### config.mk
export PLATFORM = sky130hd
export DESIGN_NAME = amaster_mm
export DESIGN_NICKNAME = d
export VERILOG_FILES = /design/src/rtl/amaster_pkg.sv /design/src/rtl/amaster_wait_timer.sv /design/src/rtl/amaster_mm.sv
export SDC_FILE = /design/constraint.sdc
export NUM_CORES = 1
export LEC_CHECK = 0
export CORE_AREA = 2 2 120 75
export CTS_BUF_LIST = sky130_fd_sc_hd__clkbuf_16
export DETAILED_ROUTE_END_ITERATION = 16
export DIE_AREA = 0 0 122 77
export PLACE_DENSITY = 0.85
export REMOVE_ABC_BUFFERS = 1
export SLEW_MARGIN = 10
export SYNTH_ARGS = -nofsm -noshare
export SYNTH_HDL_FRONTEND = slang
export SYNTH_SLANG_ARGS = --single-unit
### constraint.sdc
create_clock -name clk -period 1.81 [get_ports clk]
set_input_delay 0.2715 -clock clk [delete_from_list [all_inputs] [get_ports clk]]
set_output_delay 0.2715 -clock clk [all_outputs]
set_load 0.05 [all_outputs]
### src/rtl/amaster_pkg.sv
// Shared types and sizing helpers for the Avalon-MM style register master.
// The top module and the wait timer import this package.
package amaster_pkg;

  typedef enum logic [1:0] {
    IDLE = 2'd0,
    XFER = 2'd1,
    RESP = 2'd2
  } state_t;

  localparam int DEF_ADDRW   = 8;
  localparam int DEF_DATAW   = 32;
  localparam int DEF_TIMEOUT = 255;

  function automatic int calc_bew(input int dataw);
    return dataw / 8;
  endfunction

  // The counter only ever reaches TIMEOUT-1, so clog2(TIMEOUT+1) bits always suffice.
  function automatic int calc_cntw(input int timeout);
    return (timeout < 1) ? 1 : $clog2(timeout + 1);
  endfunction

endpackage

### src/rtl/amaster_wait_timer.sv
// Per-transfer stall counter: cleared on command accept, counts stalled cycles,
// and saturates at TIMEOUT-1, where it flags expiry.
module amaster_wait_timer
  import amaster_pkg::*;
#(
  parameter int TIMEOUT = DEF_TIMEOUT,
  parameter int CNTW    = calc_cntw(TIMEOUT)
) (
  input  logic clk,
  input  logic rst,
  input  logic clear,
  input  logic stall,
  output logic expired
);

  localparam logic [CNTW-1:0] LAST = CNTW'(TIMEOUT - 1);

  logic [CNTW-1:0] count;

  // NOTE: sequential state uses non-blocking assignments so every flop samples pre-edge values.
  always_ff @(posedge clk) begin
    if (rst || clear) begin
      count <= '0;
    end else if (stall && (count != LAST)) begin
      count <= count + 1'b1;
    end
  end

  assign expired = (count == LAST);

endmodule

### src/rtl/amaster_mm.sv
// Avalon-MM style master: one registered read or write bus transfer per accepted
// command, waitrequest-aware, with a bounded-wait timeout and a one-cycle response.
module amaster_mm
  import amaster_pkg::*;
#(
  parameter int ADDRW   = DEF_ADDRW,
  parameter int DATAW   = DEF_DATAW,
  parameter int BEW     = calc_bew(DATAW),
  parameter int TIMEOUT = DEF_TIMEOUT
) (
  input  logic             clk,
  input  logic             rst,
  input  logic             cmd_valid,
  output logic             cmd_ready,
  input  logic             cmd_write,
  input  logic [ADDRW-1:0] cmd_addr,
  input  logic [DATAW-1:0] cmd_wdata,
  input  logic [BEW-1:0]   cmd_byteenable,
  output logic [ADDRW-1:0] ms_addr,
  output logic             ms_read,
  output logic             ms_write,
  output logic [DATAW-1:0] ms_writedata,
  output logic [BEW-1:0]   ms_byteenable,
  input  logic [DATAW-1:0] ms_readdata,
  input  logic             ms_waitrequest,
  output logic             rsp_valid,
  output logic [DATAW-1:0] rsp_rdata,
  output logic             rsp_err,
  output logic             busy
);

  state_t         state;
  logic           accept;
  logic           stall;
  logic           expired;
  logic [BEW-1:0] be_in;

  assign accept = (state == IDLE) && cmd_valid;
  assign stall  = (state == XFER) && ms_waitrequest;

  // A byte-wide bus has only one lane, so it is always enabled.
  assign be_in = (DATAW == 8) ? {BEW{1'b1}} : cmd_byteenable;

  amaster_wait_timer #(
    .TIMEOUT (TIMEOUT)
  ) u_wait_timer (
    .clk     (clk),
    .rst     (rst),
    .clear   (accept),
    .stall   (stall),
    .expired (expired)
  );

  always_ff @(posedge clk) begin
    if (rst) begin
      state         <= IDLE;
      cmd_ready     <= 1'b1;
      busy          <= 1'b0;
      ms_addr       <= '0;
      ms_read       <= 1'b0;
      ms_write      <= 1'b0;
      ms_writedata  <= '0;
      ms_byteenable <= '0;
      rsp_valid     <= 1'b0;
      rsp_rdata     <= '0;
      rsp_err       <= 1'b0;
    end else begin
      rsp_valid <= 1'b0;
      case (state)
        IDLE: begin
          if (cmd_valid) begin
            ms_addr       <= cmd_addr;
            ms_writedata  <= cmd_wdata;
            ms_byteenable <= be_in;
            ms_write      <= cmd_write;
            ms_read       <= !cmd_write;
            cmd_ready     <= 1'b0;
            busy          <= 1'b1;
            state         <= XFER;
          end
        end
        XFER: begin
          // Completion is checked first so a release on the last allowed cycle is not an error.
          if (!ms_waitrequest) begin
            rsp_rdata <= ms_read ? ms_readdata : '0;
            rsp_err   <= 1'b0;
            ms_read   <= 1'b0;
            ms_write  <= 1'b0;
            rsp_valid <= 1'b1;
            state     <= RESP;
          end else if (expired) begin
            rsp_rdata <= '0;
            rsp_err   <= 1'b1;
            ms_read   <= 1'b0;
            ms_write  <= 1'b0;
            rsp_valid <= 1'b1;
            state     <= RESP;
          end
        end
        RESP: begin
          cmd_ready <= 1'b1;
          busy      <= 1'b0;
          state     <= IDLE;
        end
        default: begin
          cmd_ready <= 1'b1;
          busy      <= 1'b0;
          state     <= IDLE;
        end
      endcase
    end
  end

endmodule

==> results of run 1 <==
[cell families after synthesis]
group	count (synthesis)
XOR/XNOR	3
multiplexers	1
buffers and inverters	28
AO/OA/AOI/OAI	95
AND/OR/NAND/NOR	125
flip-flops	92
adder cells (fa/ha/maj)	2
[metal layers]
| metal | vias up | wire, um |
|---|---|---|
| met5 | - | 0 |
| met4 | 0 | 42 |
| met3 | 5 | 1070 |
| met2 | 138 | 4050 |
| met1 | 1448 | 3850 |
| li1 | 1505 | - |
[power groups by stage]
stage | Sequential [W] | Combinational [W] | Clock, W
after global routing | 0.00216 | 0.000893 | 0.00206
after detailed placement | 0.00220 | 0.000845 | 0
after CTS | 0.00215 | 0.000847 | 0.00197
after floorplan | 0.00245 | 0.000161 | 0
after global placement | 0.00219 | 0.000835 | 0
final | 0.00215 | 0.000842 | 0.00192
[layout by cell type (no fill, tap or decap), types with 2 or more instances in the layout]
| cell type | netlist | layout |
|---|---|---|
| a21oi_2 | 2 | 2 |
| and3_1 | 2 | 2 |
| inv_1 | 4 | 6 |
| nand4_1 | 2 | 2 |
| dlymetal6s2s_1 | 0 | 10 |
| nor2_1 | 11 | 11 |
| bufinv_16 | 0 | 2 |
| a22o_1 | 32 | 32 |
| a21oi_1 | 48 | 48 |
| clkdlybuf4s50_1 | 0 | 142 |
| nand2_1 | 94 | 94 |
| buf_4 | 1 | 14 |
| nand2b_1 | 3 | 3 |
| ha_1 | 2 | 2 |
| clkbuf_16 | 0 | 9 |
| clkinv_1 | 0 | 2 |
| dfxtp_1 | 92 | 92 |
| o31ai_1 | 2 | 2 |
| buf_12 | 0 | 4 |
| o21ai_0 | 4 | 4 |
| nand3_1 | 3 | 3 |
| xor2_1 | 2 | 2 |
[flip-flops by register name, summed over array words and instances (netlist names)]
register	flops
ms_writedata	32
rsp_rdata	32
ms_addr	8
u_wait_timer.count	8
ms_byteenable	4
state	2
busy	1
cmd_ready	1
ms_read	1
ms_write	1
rsp_err	1
rsp_valid	1
[repair_timing]
item	CTS	global route
resized for setup	1	11
setup endpoints to repair	1	37
gates cloned	0	0
hold endpoints to repair	0	0
[final timing paths]
| path | startpoint | end | slack, ns | cells past startpoint |
|---|---|---|---|---|
| setup / recovery | ms_writedata[12] | ms_writedata[12] | 0.04 | 1 |
| hold / removal | rst | rsp_valid | 0.30 | 2 |
| hold reg to reg | ms_byteenable[3] | ms_byteenable[3] | 0.45 | 2 |
| setup reg to reg | u_wait_timer.count[0] | rsp_rdata[1] | 0.12 | 7 |
[Yosys cell counts, types with 2 or more instances]
cell type | instances | area [um2]
clkbuf_1 | 7 | 26.3
o31ai_1 | 2 | 15.0
ha_1 | 2 | 25.0
a21oi_2 | 2 | 17.5
a22o_1 | 32 | 280
nand4_1 | 2 | 12.5
inv_1 | 4 | 15.0
buf_2 | 7 | 35.0
nor2_1 | 11 | 41.3
nand2_1 | 94 | 353
o21ai_0 | 4 | 20.0
nand2b_1 | 3 | 18.8
buf_6 | 3 | 33.8
and3_1 | 2 | 12.5
buf_1 | 6 | 22.5
nand3_1 | 3 | 15.0
dfxtp_1 | 92 | 1840
xor2_1 | 2 | 17.5
a21oi_1 | 48 | 240
[final cells by class]
type,instances,share of cell area (%)
inverters,4,0.282
clock inverters,7,1.57
clock buffers,9,4.23
multi-input cells,226,23.9
flip-flops and latches,92,34.6
repair buffers,172,32.8
well taps,112,2.63
[metrics by stage]
step           utilization, %  setup TNS [ns]  instance area [um2]
2_1_floorplan               -          -66.41                 3120
3_3_place_gp             60.1               0                 4980
3_5_place_dp             60.1               0                 4980
4_1_cts                  63.8               0                 5290
5_1_grt                  64.2               0                 5320
6_report                 64.2               0                 5320
==> impl_metrics.yaml, run 1 <==
run_status:
  outcome: "complete, no violations"
layout:
  finalNonFillerCells: 622
  diodes: 0
  syn2layout_area_growth_pct: 64.2
  multiInputGateArea_mm2: 0.00127
  nFillCells: 668
  seq_area_mm2: 0.00184
  drive_gt1_share_pct: 7.65
  finalNetCount: 588
timing:
  min_period_ns: 1.77
  setup_ws_ns: 0.0419
  skew_ns: 0.00458
  grt_setup_unrepaired: "no"
  worst_slew_pin_slew_ns: 0.531
  finalHoldViolCount: 0
  fin_crit_sh_pct: 97.7
  slew_viol_final: 0
  slew_headroom_pct: 64.5
  timing.hold.ws_ns: 0.298
  fmax_ghz: 0.566
  report.final.setup_viol: 0
clocking:
  ctsLongestPathBuffers: 2
  clk_latency_ns: 0.33
  postCtsSetupBuffers: 0
  cts_tree: "built"
  cts_made_buffers: 9
  clkTransAtPathRegs_ns: 0.06
  htreeDepth: 3
  clkSinkCount: 92
  postCtsHoldBufs: 0
  cts_root_buf: "clkbuf_16"
detailed_routing:
  remaining_drc_errors: 0
  routed_wl_mm: 9.02
  ant_nets: 0
  wl_per_cell_um: 14.5
  vias_per_cell: 4.98
  first_iter_violations: 89
  vias: 3096
  drt_first_pass_iters: 6
global_route:
  globalRouteMet3Util_pct: 9.97
  antenna_found_initial: 0
  grt_util_met2_pct: 29.8
  use_met1_pct: 22.4
  grt.overflow.total: 0
  grt_start_max_net_pins: 45
  grt_pass1_wl_mm: 13.9
  grt.busiest_layer: "met2"
  first_global_vias: 2871
  gr-usage-all-layers_pct: 18.8
floorplanning:
  start_util_pct: 39.1
  pin_count: 163
  std_cell_rows: 26
  coreArea_mm2: 0.00830
  die-area_mm2: 0.00939
  die_x_um: 122
  die_h_um: 77
synth:
  synthSimpleGateAreaFrac_pct: 17.5
  syn_inst: 346
  synth_xor_area_share_pct: 0.810
  synth_area_mm2: 0.00324
  synth-compound-area-share_pct: 19.5
  ys_types: 39
  syn_area_per_cell_um2: 9.37
  ys_seq_area_share_pct: 56.8
  synth_fa_ha_area_share_pct: 0.772
  yosys-mux-area-fraction_pct: 0.309
  synthFlopType: "dfxtp_1"
  synth_edf_count: 0
  synth_warnings: 0
  ys_ff_latch: 92
  synth_top_family_by_area: "compound AO/OA/AOI/OAI gates"
  ys_async_sr_fraction_pct: 0
min_path:
  min_path_type: "input port to register"
critical_path:
  path_cells: "clkdlybuf4s50_1"
  cpPeakStageDelay_ns: 0.81
  cp_max_fo: 2
  crit_type: "register to output port"
  critical_path_buf_inv_count: 1
  crit_required_ns: 1.54
  start_kind: "register"
  arrival_ns: 1.50
  critical-path-top-delay-family: "buffers and inverters"
  slowest_stage: "clkdlybuf4s50_1"
  cp-end-kind: "output port"
power:
  pwr-share-comb_pct: 17.2
  p_leak_nw: 2.22
  fin_total_pwr_w: 0.00491
  power.density_mw_per_mm2: 922
  p_clk_share_pct: 39.1
  switching_share_pct: 25.6
  vdd_ir_drop_max_uv: 653
  seqPwrFrac_pct: 43.8
  internal_power_w: 0.00365
  power.net_switching_w: 0.00126
placement:
  dp_slack_ns: 0.0258
  io_buffers: 162
  dp.cells: 606
  dp_hpwl_mm: 6.59
  gp_congestion: 0.766
run:
  max_cap_viol_count: 0
(Power assumes the default switching activity.)
==> run 2: changes to the inputs <==
CAP_MARGIN = 20   (was unset)
clock period = 1.8 ns   (was 1.81 ns; I/O delays follow)
==> impl_metrics.yaml, run 2 (synthesized netlist as in run 1, its figures left out) <==
detailed_routing:
  routed_wl_mm: 8.82
  remaining_drc_errors: 0
  wl_per_cell_um: 14.2
  drt_first_pass_iters: 4
  vias_per_cell: 4.91
  first_iter_violations: 83
  vias: 3054
  ant_nets: 0
critical_path:
  arrival_ns: 1.48
  path_cells: "clkdlybuf4s50_1"
  crit_required_ns: 1.53
  cp-end-kind: "output port"
  critical_path_buf_inv_count: 1
  r2r-start: "u_wait_timer.count[0]"
  critical-path-top-delay-family: "buffers and inverters"
  slowest_stage: "clkdlybuf4s50_1"
  cpPeakStageDelay_ns: 0.81
  cp_max_fo: 2
  crit_type: "register to output port"
  start_kind: "register"
  critPathLaunch: "rsp_rdata[19]"
layout:
  multiInputGateArea_mm2: 0.00127
  finalNetCount: 588
  final_common_cell: "clkdlybuf4s50_1"
  mostFrequentLayoutCells: "clkdlybuf4s50_1 (141), nand2_1 (94), dfxtp_1 (92)"
  nFillCells: 667
  seq_area_mm2: 0.00184
  biggestRegsByFlops: "ms_writedata x32, rsp_rdata x32"
  syn2layout_area_growth_pct: 63.5
  drive_gt1_share_pct: 7.84
  diodes: 0
timing:
  setup_ws_ns: 0.0483
  finalHoldViolCount: 0
  fin_crit_sh_pct: 97.3
  min_period_ns: 1.75
  fmax_ghz: 0.571
  report.final.setup_viol: 0
  tns_ns: 0
  skew_ns: 0.00499
  grt_setup_unrepaired: "no"
  slew_viol_final: 0
  slew_headroom_pct: 64.5
  worst_slew_pin_slew_ns: 0.531
power:
  power.net_switching_w: 0.00126
  vdd_ir_drop_max_uv: 741
  p_leak_nw: 2.22
  p_clk_share_pct: 37.2
  power.density_mw_per_mm2: 904
  pwr-share-comb_pct: 17.6
  internal_power_w: 0.00353
  seqPwrFrac_pct: 45.1
  switching_share_pct: 26.3
clocking:
  postCtsSetupBuffers: 0
  htreeDepth: 3
  clk_latency_ns: 0.33
  cts_made_buffers: 9
  clkSinkCount: 92
  cts_tree: "built"
  cts-resized-gates: 1
  postCtsHoldBufs: 0
  ctsLongestPathBuffers: 2
  cts_root_buf: "clkbuf_16"
  clkTransAtPathRegs_ns: 0.06
global_route:
  antenna_found_initial: 0
  first_global_vias: 2901
  grt_pass1_wl_mm: 13.8
  grt.overflow.total: 0
  grt_start_max_net_pins: 45
  gr-usage-all-layers_pct: 18.3
floorplanning:
  die-area_mm2: 0.00939
  pin_count: 163
  start_util_pct: 39.1
  die_h_um: 77
  std_cell_rows: 26
  die_x_um: 122
  coreArea_mm2: 0.00830
min_path:
  min_path_type: "input port to register"
  worstHoldStart: "rst"
placement:
  dp_hpwl_mm: 6.53
  dp_slack_ns: -0.00292
  gp_congestion: 0.766
  io_buffers: 162
run:
  max_cap_viol_count: 0
run_status:
  outcome: "complete, no violations"
## run 2: metal layers
layer / global-route usage, % / vias up / wire [um]
met1: 21.2 / 1418 / 3720
met4: 3.45 / 0 / 25
met5: 0 / - / 0
met3: 10.4 / 4 / 1120
met2: 29.8 / 138 / 3950
li1: - / 1494 / -
## run 2: per-stage QoR
step | util (%) | power [W] | cell area, um2 | hold WS [ns] | cells
after detailed placement | 60.1 | 0.00306 | 4980 | 0.448 | 606
after CTS | 63.5 | 0.00484 | 5270 | 0.287 | 622
after global routing | 63.9 | 0.00499 | 5300 | 0.303 | 622
after floorplan | - | 0.00263 | 3120 | 0.339 | 322
after global placement | 60.1 | 0.00304 | 4980 | 0.441 | 606
final | 63.9 | 0.00479 | 5300 | 0.295 | 622
## run 2: layout make-up
class	count	area share, %
Tap cell	112	2.64
Sequential cell	92	34.7
Multi-Input combinational cell	226	24.0
Clock inverter	7	1.11
Clock buffer	9	4.25
Timing Repair Buffer	172	33.0
Inverter	4	0.283
## run 2: path summary, 6_finish.rpt
path	endpoint	slack, ns	depth (start not counted)
setup / recovery	rsp_rdata[19]	0.05	1
hold / removal	rsp_valid	0.30	2
setup reg to reg	rsp_rdata[26]	0.10	7
hold reg to reg	ms_writedata[22]	0.45	2
## run 2: power groups by stage
stage | clock network, W | logic [W] | registers, W
2_1_floorplan | 0 | 0.000162 | 0.00247
3_3_place_gp | 0 | 0.000840 | 0.00220
3_5_place_dp | 0 | 0.000850 | 0.00221
4_1_cts | 0.00183 | 0.000851 | 0.00216
5_1_grt | 0.00193 | 0.000894 | 0.00217
6_report | 0.00178 | 0.000845 | 0.00216
